$ cat src/rtl/universal_shift_reg.sv
// Parametrised universal shift register: shifts, rotates, arithmetic shift right,
// parallel load and clear, with a saturating count of shifts since the last load.
module universal_shift_reg #(
  parameter int unsigned WIDTH = 4,
  parameter int unsigned CW    = $clog2(WIDTH + 1)
) (
  input  logic             clk,
  input  logic             reset,
  input  logic             en,
  input  logic [2:0]       mode,
  input  logic             sin,
  input  logic [WIDTH-1:0] din,
  output logic [WIDTH-1:0] out,
  output logic             sout_r,
  output logic             sout_l,
  output logic [CW-1:0]    cnt,
  output logic             full
);

  localparam logic [2:0] MODE_HOLD = 3'b000;
  localparam logic [2:0] MODE_SHR  = 3'b001;
  localparam logic [2:0] MODE_SHL  = 3'b010;
  localparam logic [2:0] MODE_ROR  = 3'b011;
  localparam logic [2:0] MODE_ROL  = 3'b100;
  localparam logic [2:0] MODE_LOAD = 3'b101;
  localparam logic [2:0] MODE_ASR  = 3'b110;
  localparam logic [2:0] MODE_CLR  = 3'b111;

  localparam logic [CW-1:0] CNT_MAX = CW'(WIDTH);

  logic [WIDTH-1:0] out_nxt;
  logic [CW-1:0]    cnt_nxt;
  logic             bump;

  // Next register contents and count for the selected operation
  always_comb begin
    out_nxt = out;
    cnt_nxt = cnt;
    bump    = 1'b0;
    if (en) begin
      case (mode)
        MODE_HOLD: begin
        end
        MODE_SHR: begin
          out_nxt = {sin, out[WIDTH-1:1]};
          bump    = 1'b1;
        end
        MODE_SHL: begin
          out_nxt = {out[WIDTH-2:0], sin};
          bump    = 1'b1;
        end
        MODE_ROR: begin
          out_nxt = {out[0], out[WIDTH-1:1]};
          bump    = 1'b1;
        end
        MODE_ROL: begin
          out_nxt = {out[WIDTH-2:0], out[WIDTH-1]};
          bump    = 1'b1;
        end
        MODE_LOAD: begin
          out_nxt = din;
          cnt_nxt = '0;
        end
        MODE_ASR: begin
          out_nxt = {out[WIDTH-1], out[WIDTH-1:1]};
          bump    = 1'b1;
        end
        MODE_CLR: begin
          out_nxt = '0;
          cnt_nxt = '0;
        end
        default: begin
        end
      endcase
      // Count saturates at WIDTH; the data operation still happens
      if (bump && (cnt != CNT_MAX)) begin
        cnt_nxt = cnt + CW'(1);
      end
    end
  end

  // full is registered alongside cnt so it tracks the count register exactly
  always_ff @(posedge clk) begin
    if (reset) begin
      out  <= '0;
      cnt  <= '0;
      full <= 1'b0;
    end else begin
      out  <= out_nxt;
      cnt  <= cnt_nxt;
      full <= (cnt_nxt == CNT_MAX);
    end
  end

  assign sout_r = out[0];
  assign sout_l = out[WIDTH-1];

endmodule

$ cat config.mk
export PLATFORM = sky130hd
export DESIGN_NAME = universal_shift_reg
export DESIGN_NICKNAME = d
export VERILOG_FILES = /design/src/rtl/universal_shift_reg.sv
export SDC_FILE = /design/constraint.sdc
export NUM_CORES = 1
export LEC_CHECK = 0
export ABC_AREA = 1
export CAP_MARGIN = 10
export CORE_AREA = 2 2 39 41
export DETAILED_ROUTE_END_ITERATION = 6
export DIE_AREA = 0 0 41 43
export GPL_TIMING_DRIVEN = 0
export PLACE_DENSITY_LB_ADDON = 0.05
export SLEW_MARGIN = 20
export SYNTH_ARGS = -nofsm -noshare
export SYNTH_HDL_FRONTEND = slang
export SYNTH_SLANG_ARGS = --single-unit
$ cat constraint.sdc
create_clock -name clk -period 2.7 [get_ports clk]
set_input_delay 0.405 -clock clk [delete_from_list [all_inputs] [get_ports clk]]
set_output_delay 0.405 -clock clk [all_outputs]
set_load 0.02 [all_outputs]
Word level (Yosys, flattened, before mapping)
Index checks and enable logic that the tools add are counted.
- bits in registers: 8
- bits of input ports: 11
- output and inout port bits: 10
- word-level logic and storage cells: 28
- add/subtract/negate cells: 1
- equality and inequality tests: 9
- mux-type cells: 6
- bitwise operators: 1
- reduce and logical (&&, ||, !) cells: 7
- operator list (kind ; count):
    case mux 4 bit (7 select lines) ; 1
    == test 3 bit (second input constant) ; 5
    two-way mux 3 bit ; 3
    nonzero test 7 bit ; 1
    == test 3 x 2 -> 1 bit (second input constant) ; 2
    nonzero test 6 bit ; 1
    OR reduction 5 bit ; 1
    adder 3 x 1 -> 3 bit (second input constant) ; 1
    == test 3 x 1 -> 1 bit (second input constant) ; 1
    inequality test 3 bit (second input constant) ; 1
    AND reduction 3 bit ; 1
    two-way mux 1 bit ; 2
    AND reduction 2 bit ; 1
    OR reduction 2 bit ; 1
    logical AND 1 bit ; 1
    inverter 1 bit ; 1

Depth between registers and ports, before layout
- depth in word-level cells: 8
- gate-level depth with buffers: 11

Worst setup path after synthesis
OpenSTA, ideal clock, no wires.
- kind: register -> register
- start point: reg cnt[0]
- end point: reg full
- arrival time: 1.294 ns
- setup slack: 1.344 ns
- stages on the path, launching flop included: 12
- buffers on the path: 0
- clock period less this slack: 1.356 ns
- cell sequence: dfxtp_1 inv_1 ha_1 nand2_1 nand2_1 inv_2 nand3_2 nand2_1 nand2_1 nand2_1 nand2_2 nor2_2
- longest elaborated chain between the ends: 5
- ends and longest elaborated chain (item ; line ; text):
    from (decl) ; 16 ; output logic [CW-1:0] cnt,
    from (signal assigned) ; 90 ; cnt <= cnt_nxt;
    parallel branches: the longest is 3 deep, another holds adder 3 x 1 -> 3 bit ; -- ;
    two-way mux 3 bit (*) ; 40 ; if (en) begin
    == test 3 bit (*) ; 91 ; full <= (cnt_nxt == CNT_MAX);
    to (signal assigned) ; 91 ;
    to (decl) ; 17 ; output logic full
Every way passes the cells marked *.
A chain may end at the register's enable or synchronous reset.

Worst setup path in the final report
- start point: reg out[0]
- end point: out out[0]
- RTL lines (item ; line ; text):
    from (decl) ; 13 ; output logic [WIDTH-1:0] out,
    from (signal assigned) ; 89 ; out <= out_nxt;
No word-level cell between the ends.

==> impl_metrics.toml <==
[timing]
slew_viol_final = 0
fin_hold_ws_ns = 0.512
timing.final.ws_setup_ns = 0.909
rsz0062_at_grt = "no"
tightest_slew_ns = 0.261
slew_headroom_pct = 82.6
period_minus_slack_ns = 1.79
fin_crit_sh_pct = 66.3
fmax_mhz = 558
finalSetupViolCount = 0
final.setup_skew_ns = 0.000220
setup_tns_ns = 0
final_hold_viol_count = 0

[finish]
area_growth_pct = 38.2
seq_area_um2 = 160
final_nets = 122
finish.utilization_pct = 58.2
fill_cells = 149
antenna_cells = 0
layout_commonest_cell = "nand2_1"
multi_input_area_um2 = 338
layout-drive-gt1-share_pct = 18.7
instances_no_fill = 123
final_area_um2 = 806
mostFrequentLayoutCells = "nand2_1, clkdlybuf4s50_1, inv_1"

[drt]
drt-met1-wl_um = 508
wl_met3_um = 68
top_layer = "met3"
drt_pre_antenna_iters = 3
num_vias = 607
avgRoutedWirePerCell_um = 10.0
drt_iter0_drc = 10
drc = 0
wl_um = 1230
dr_wl_met2_um = 657
ant_nets = 0
via_per_inst = 4.93

[placed_design]
placed_area_um2 = 783
io_buffer_count = 18
place_congestion = 0.709
place_hpwl_um = 1030
place_inst = 120
post-place-ws_ns = 0.933

[worst_setup_path]
slowest_delay_ns = 0.58
setup.worst_path.start_class = "flop"
path_max_fanout = 5
worst-setup-path-type = "flop to primary output"
cp.required_ns = 2.30
end_kind = "primary output"
crit_buf_inv = 2
critical_path.slowest_cell = "clkdlybuf4s50_1"
arrival_ns = 1.39
cp_top_family = "buffers and inverters"
cp_cell_sequence = "buf_4 -> clkdlybuf4s50_1"

[status]
outcome = "finished, final reports clean"

[clock_network]
clock-sinks = 8
cts_root_buf = "clkbuf_4"
cts_hold_buffers = 0
h-tree-depth = 1
clk_latency_ns = 0.25
post_cts_buffers = 0
max-clock-path-buffers = 2
clkTransAtPathRegs_ns = 0.05
post_cts_resized = 0
cts_made_buffers = 3
cts_tree = "built"

[grt]
grt_max_degree = 10
grt_use_total_pct = 16.8
grt_overflow = 0
grt_pass1_wl_um = 2020
antenna_found_initial = 0
grt_pass1_vias = 524

[die]
dieHeight_um = 43
boundaryPins = 21
core_um2 = 1380
std_cell_rows = 14
die_w_um = 41
dieArea_um2 = 1760
start_util_pct = 42.1

[synth]
synth_cells = 86
ys_seq_area_share_pct = 27.5
ys_ff_latch = 8
netlist_area_um2 = 583
avgSynthCellArea_um2 = 6.78
ys_types = 18
yosysWarningCount = 0
syn_nets = 99

[pwr]
ir_drop_uv = 265
p_leak_nw = 0.374
total_power_mw = 0.316
p_per_area_nw_per_um2 = 392

[flow_run]
cap_violations = 0

[min_path]
hold_path_class = "primary input to flop"
-- synth_stat cells (all sizes together) --
| library cell | count | area share (%) |
|---|---|---|
| a21oi | 6 | 5.2 |
| a31oi | 2 | 2.1 |
| buf | 4 | 6.4 |
| dfxtp | 8 | 27 |
| ha | 2 | 4.3 |
| inv | 12 | 8.2 |
| nand2 | 26 | 20 |
| nand3 | 12 | 14 |
| nand4 | 4 | 4.3 |
| nor2 | 6 | 4.7 |
| o21ai | 4 | 3.4 |
-- cell families after synthesis --
logic type	synth area share (%)
DFF	27.5
AOI/OAI and AO/OA	10.7
buffers and inverters	14.6
and+or+nand+nor	42.9
adders and majority gates	4.29
-- flip-flops by register name, indices dropped and copies added (netlist names) --
register	cells
cnt	3
full	1
out	4
-- metal layers --
metal | global-route usage, % | vias to the layer above
li1 | - | 323
met1 | 18.6 | 271
met2 | 28.7 | 13
met3 | 7.85 | 0
met4 | 2.00 | 0
met5 | 0 | -
-- report_power, final --
part | leakage, nW | switching, mW | internal [mW]
registers | 0.0655 | 0.00715 | 0.125
clock network | 0.0138 | 0.0384 | 0.0507
logic | 0.295 | 0.0500 | 0.0448
-- final timing paths --
path | startpoint | endpoint | slack [ns] | depth (start not counted)
setup / recovery | out[0] | out[0] | 0.91 | 2
hold / removal | mode[1] | out[1] | 0.51 | 4
setup reg to reg | cnt[0] | full | 1.38 | 11
hold reg to reg | out[1] | out[2] | 0.52 | 2
-- area by class of cell --
type,count,area share [%]
repair buffers,18,22.4
multi-input cells,62,41.9
inverters,12,5.90
clock buffers,3,2.80
flip-flops and latches,8,19.9
well taps,16,2.48
plain buffers,4,4.66
-- tightest hold or removal path: cells and delay by family --
kind / cells / cell delay (ns)
simple gates: 2 / 0.14
buf+inv: 1 / 0.10
compound gates: 1 / 0.07
Note: power is estimated with default switching activity, not from simulation.
